===== src/rtl/instr_register_pkg.sv =====
// Types shared between the instruction register and the blocks that drive it.
package instr_register_pkg;

  typedef enum logic [3:0] {ZERO, PASSA, PASSB, ADD, SUB, MULT, DIV, MOD} opcode_t;

  typedef logic signed [31:0] operand_t;

  typedef struct packed {
    opcode_t  opc;
    operand_t op_a;
    operand_t op_b;
  } instruction_t;

endpackage


===== src/rtl/instr_reg_arbiter.sv =====
// Front-end controller for the 32-entry instruction register: reset sequencing,
// round-robin sharing of the write port, address allocation and a read port.
module instr_reg_arbiter
  import instr_register_pkg::*;
#(
  parameter int unsigned DEPTH = 32,
  parameter int unsigned PTR_W = 5
) (
  input  logic               clk,
  input  logic               reset,
  input  logic               clear,
  input  logic [1:0]         req_valid,
  output logic [1:0]         req_ready,
  input  opcode_t            req_opcode0,
  input  opcode_t            req_opcode1,
  input  operand_t           req_op_a0,
  input  operand_t           req_op_a1,
  input  operand_t           req_op_b0,
  input  operand_t           req_op_b1,
  output logic [PTR_W-1:0]   wr_addr,
  input  logic               rd_req,
  input  logic [PTR_W-1:0]   rd_addr,
  output logic               rd_ready,
  output logic               rd_valid,
  output instruction_t       rd_word,
  output logic               rd_hit,
  output logic [PTR_W:0]     count,
  output logic               full,
  output logic               reg_reset_n,
  output logic               load_en,
  output logic [PTR_W-1:0]   write_pointer,
  output opcode_t            opcode,
  output operand_t           operand_a,
  output operand_t           operand_b,
  output logic [PTR_W-1:0]   read_pointer,
  input  instruction_t       instruction_word
);

  localparam int unsigned HOLD_CYCLES = 2;
  localparam int unsigned HOLD_W      = 2;

  typedef enum logic {INIT, RUN} state_t;

  state_t             state, state_next;
  logic [HOLD_W-1:0]  hold_cnt, hold_cnt_next;
  logic               prio;
  logic [PTR_W-1:0]   alloc_ptr;
  logic [DEPTH-1:0]   valid_map;
  logic               rd_pend;
  logic               rd_pend_hit;
  logic [1:0]         xfer;
  logic               any_xfer;
  logic               rd_accept;

  assign xfer      = req_valid & req_ready;
  assign any_xfer  = |xfer;
  assign rd_accept = rd_req && rd_ready;
  assign wr_addr   = alloc_ptr;
  assign full      = (count == (PTR_W+1)'(DEPTH));

  // State register; reset and clear both restart the hold sequence.
  always_ff @(posedge clk) begin
    if (reset || clear) begin
      state    <= INIT;
      hold_cnt <= '0;
    end else begin
      state    <= state_next;
      hold_cnt <= hold_cnt_next;
    end
  end

  // RUN is entered one cycle before reg_reset_n rises, so the first accepted
  // write is loaded just after the register leaves reset.
  always_comb begin
    state_next    = state;
    hold_cnt_next = hold_cnt;
    req_ready     = 2'b00;
    rd_ready      = 1'b0;
    case (state)
      INIT: begin
        hold_cnt_next = hold_cnt + HOLD_W'(1);
        if (hold_cnt == HOLD_W'(HOLD_CYCLES - 2)) state_next = RUN;
      end
      RUN: begin
        if (!full) begin
          req_ready[0] = !req_valid[1] || !prio;
          req_ready[1] = !req_valid[0] || prio;
        end
        rd_ready = !(load_en && (rd_addr == write_pointer));
      end
      default: state_next = INIT;
    endcase
  end

  // Write port, allocation, occupancy and read pipeline control.
  always_ff @(posedge clk) begin
    if (reset || clear) begin
      reg_reset_n   <= 1'b0;
      load_en       <= 1'b0;
      write_pointer <= '0;
      opcode        <= ZERO;
      operand_a     <= '0;
      operand_b     <= '0;
      prio          <= 1'b0;
      alloc_ptr     <= '0;
      valid_map     <= '0;
      count         <= '0;
      rd_pend       <= 1'b0;
      rd_pend_hit   <= 1'b0;
      rd_valid      <= 1'b0;
      rd_hit        <= 1'b0;
    end else begin
      reg_reset_n <= (state == RUN);
      load_en     <= any_xfer;
      if (any_xfer) begin
        write_pointer        <= alloc_ptr;
        opcode               <= xfer[1] ? req_opcode1 : req_opcode0;
        operand_a            <= xfer[1] ? req_op_a1 : req_op_a0;
        operand_b            <= xfer[1] ? req_op_b1 : req_op_b0;
        alloc_ptr            <= alloc_ptr + PTR_W'(1);
        valid_map[alloc_ptr] <= 1'b1;
        count                <= count + (PTR_W+1)'(1);
        prio                 <= ~xfer[1];
      end
      rd_pend  <= rd_accept;
      rd_valid <= rd_pend;
      if (rd_accept) rd_pend_hit <= valid_map[rd_addr];
      if (rd_pend)   rd_hit      <= rd_pend_hit;
    end
  end

  // Read address and captured word survive clear; only reset returns them.
  always_ff @(posedge clk) begin
    if (reset) begin
      read_pointer <= {PTR_W{1'b1}};
      rd_word      <= '0;
    end else if (!clear) begin
      if (rd_accept) read_pointer <= rd_addr;
      if (rd_pend)   rd_word      <= instruction_word;
    end
  end

endmodule

===== config.mk =====
export PLATFORM = sky130hd
export DESIGN_NAME = instr_reg_arbiter
export DESIGN_NICKNAME = d
export VERILOG_FILES = /design/src/rtl/instr_register_pkg.sv /design/src/rtl/instr_reg_arbiter.sv
export SDC_FILE = /design/constraint.sdc
export NUM_CORES = 1
export LEC_CHECK = 0
export BUFFER_PORTS_ARGS = -buffer_cell sky130_fd_sc_hd__buf_4
export CORE_AREA = 2 2 149 151
export CTS_CLUSTER_SIZE = 28
export DETAILED_ROUTE_END_ITERATION = 8
export DIE_AREA = 0 0 151 153
export GPL_TIMING_DRIVEN = 0
export PLACE_DENSITY_LB_ADDON = 0.3
export SYNTH_ARGS = -nofsm -noshare
export SYNTH_HDL_FRONTEND = slang
export SYNTH_SLANG_ARGS = --single-unit

===== constraint.sdc =====
create_clock -name clk -period 5.1 [get_ports clk]
set_input_delay 0.255 -clock clk [delete_from_list [all_inputs] [get_ports clk]]
set_output_delay 0.255 -clock clk [all_outputs]
set_load 0.1 [all_outputs]

==> results.toml <==
[outcome]
status = "completed"

[critical_path]
startpoint_type = "flip-flop"
cp_num_buf_inv = 3
crit_chain = "inv_1 > ha_1 > a211oi_2 > buf_2 > clkbuf_1 > o21ai_0 > a31oi_1"
cp_top_family = "buffers and inverters"
rr_endpoint = "operand_b[6]"
required_ps = 5450
r2r-start = "count[0]"
r2r_cells = 7
cp.arrival_ps = 2650
reg2reg_setup_slack_ps = 2800
path_max_fanout = 10
slowest_stage = "dfxtp_1"
path_class = "flip-flop to flip-flop"
crit_path_end_kind = "flip-flop"
cpPeakStageDelay_ps = 420

[synth]
synth_compound_area_frac = 0.189
synth_top_family_by_area = "simple AND/OR/NAND/NOR gates"
synth_edf_count = 0
yosys.area_share.xor_xnor = 0.0167
synthArstFlopShare = 0
synth.distinct_cells = 40
synth-seq-cells = 199
yosys-mux-area-fraction = 0.0324
syn_nets = 1193
synthAdderAreaFrac = 0.0111
ys_seq_area_frac = 0.505
yosysWarnings = 0
synthCells = 971
synthSimpleGateAreaFrac = 0.196
synth-main-ff-cell = "dfxtp_1"
syn-cell-area_um2 = 7890
avgSynthCellArea_um2 = 8.12

[timing]
tns_ps = 0
worstMarginPinSlew_ps = 755
fmax_mhz = 435
fin_ws_ps = 2800
finalCriticalPeriod_ps = 2300
hold_viol = 0
final_max_slew_viol_count = 0
relSlewSlack = 0.495
rsz0062_at_grt = "false"
finalSetupViolCount = 0
fin_skew_ps = 15.1
finalCritPeriodShare = 0.451

[floorplan]
fp-row-count = 54
start_util = 0.367
core_um2 = 21500
die_x_um = 151
fp.dieArea_um2 = 23100
die_h_um = 153
ios = 380

[place]
pre_cts_ws_ps = 2740
hpwl_um = 21900
io_buffers = 377
place_congestion = 0.827

[routing]
ant_nets = 0
drt-initial-drc-count = 418
vias_per_cell = 4.94
postRouteWirelength_um = 28200
drt-pass1-iter-count = 5
drc = 0
post_drt_wl_per_cell_um = 16.9
vias = 8223

[cells_and_area]
ff_latch_area_um2 = 3980
nFillCells = 2079
final_common_cell = "buf_4"
most-common-layout-cells = "buf_4 (382), nand2_1 (292), dfxtp_1 (199)"
final_nets = 1589
drive_gt1_frac = 0.321
multi_input_area_um2 = 3510
syn2layout_area_growth_pct = 47.5

[clocking]
htree_levels = 4
postCtsResizedCells = 0
post_cts_buffers = 0
cts_tree = "done"
numClockSinks = 199
cts_buffers = 17
clockRootBuffer = "clkbuf_16"
clkLatencyLatePin_ps = 430
hold_buffers = 0
clkTransAtPathRegs_ps = 80
cts_buffer_depth = 2

[hold_path]
hold_path_end = "rd_word[2]"
hp-class = "input pin to flip-flop"
hold_depth = 3
min_from = "instruction_word[2]"

[grt]
grt-busiest-layer = "met2"
grt_max_degree = 19
grt_util_met1 = 0.268
grt_first_pass_wirelength_um = 42200
grt_use_met3 = 0.0645
grt_overflow = 0
grt_usage = 0.235
use_met2 = 0.416
grt_pass1_vias = 7927
antenna_found_initial = 4

[power]
p_per_area_nw_per_um2 = 292
leakage_nw = 5.02
ir_worst_vdd_uv = 205

[job]
maxCapViolCount = 0
worst max-delay path by stage:
stage              from             to  slack, ps  cells after the start
6_report       count[0]   operand_b[6]       2800                      7
5_1_grt        count[0]   operand_a[1]       2630                      6
4_1_cts        count[0]  operand_b[26]       2790                      6
3_5_place_dp      clear  operand_b[13]       2740                      6
3_3_place_gp      clear  operand_b[13]       2780                      6
2_1_floorplan  count[0]   req_ready[0]       1020                      4
cell families (layout without fill, tap and decap cells):
logic type	after synthesis	count (layout)
and+or+nand+nor	382	382
AOI/OAI and AO/OA	261	261
DFF	199	199
buffers and inverters	89	497
muxes	18	18
xor gates and xnor gates	15	15
adders and majority gates	7	7
other	0	4
worst reg2reg max path: stages (launching register included):
cell and delay [ps]:
dfxtp_1 420, inv_1 70, ha_1 260, a211oi_2 410, buf_2 330, clkbuf_1 390, o21ai_0 160, a31oi_1 180
stage by stage:
step | hold slack, ps | utilization | instances | total power, mW | instance area [um^2]
3_3_place_gp | 442 | 0.515 | 1628 | 2.13 | 11100
5_1_grt | 63.9 | 0.541 | 1663 | 3.51 | 11600
3_5_place_dp | 448 | 0.515 | 1628 | 2.13 | 11100
2_1_floorplan | 373 | - | 971 | 1.91 | 7890
6_report | 69.9 | 0.541 | 1663 | 3.39 | 11600
4_1_cts | 53.1 | 0.541 | 1659 | 3.42 | 11600
cell type report:
type | instances | area share
inverter | 7 | 0.00226
multi-input combinational | 683 | 0.302
timing repair buffer | 377 | 0.243
clock inverter | 13 | 0.00968
sequential | 199 | 0.343
buffer | 82 | 0.0316
tap | 280 | 0.0301
clock buffer | 18 | 0.0378
antenna | 4 | 0.000861
synth_stat cells (8+ instances only):
library cell | n | share of area
buf_1 | 9 | 0.0043
clkbuf_1 | 50 | 0.024
xor2_1 | 11 | 0.012
mux2i_1 | 12 | 0.015
o21ai_0 | 68 | 0.043
a21oi_1 | 85 | 0.054
nor2_1 | 55 | 0.026
nor2b_1 | 8 | 0.0063
nand2_1 | 292 | 0.14
buf_2 | 15 | 0.0095
a31oi_1 | 92 | 0.073
dfxtp_1 | 199 | 0.51
sequential cells by signal, summed over array words and instances, names as in the netlist:
signal / cells
prio: 1
wr_addr: 5
load_en: 1
rd_valid: 1
rd_word: 68
read_pointer: 5
operand_a: 32
state: 1
rd_hit: 1
opcode: 4
count: 6
operand_b: 32
rd_pend: 1
reg_reset_n: 1
rd_pend_hit: 1
valid_map: 32
hold_cnt: 2
write_pointer: 5
report_power, final:
| part | leakage (nW) | internal (mW) | switching, mW | total, mW |
|---|---|---|---|---|
| combinational | 3.14 | 0.179 | 0.325 | 0.505 |
| sequential | 1.61 | 1.58 | 0.0141 | 1.59 |
| clock | 0.273 | 0.652 | 0.642 | 1.29 |
layer usage:
metal | vias to the layer above | routed length [um]
met2 | 315 | 14100
met5 | - | 0
met4 | 0 | 724
met1 | 3779 | 10900
li1 | 4091 | -
met3 | 38 | 2440
Note: power is estimated with default switching activity, not from simulation.
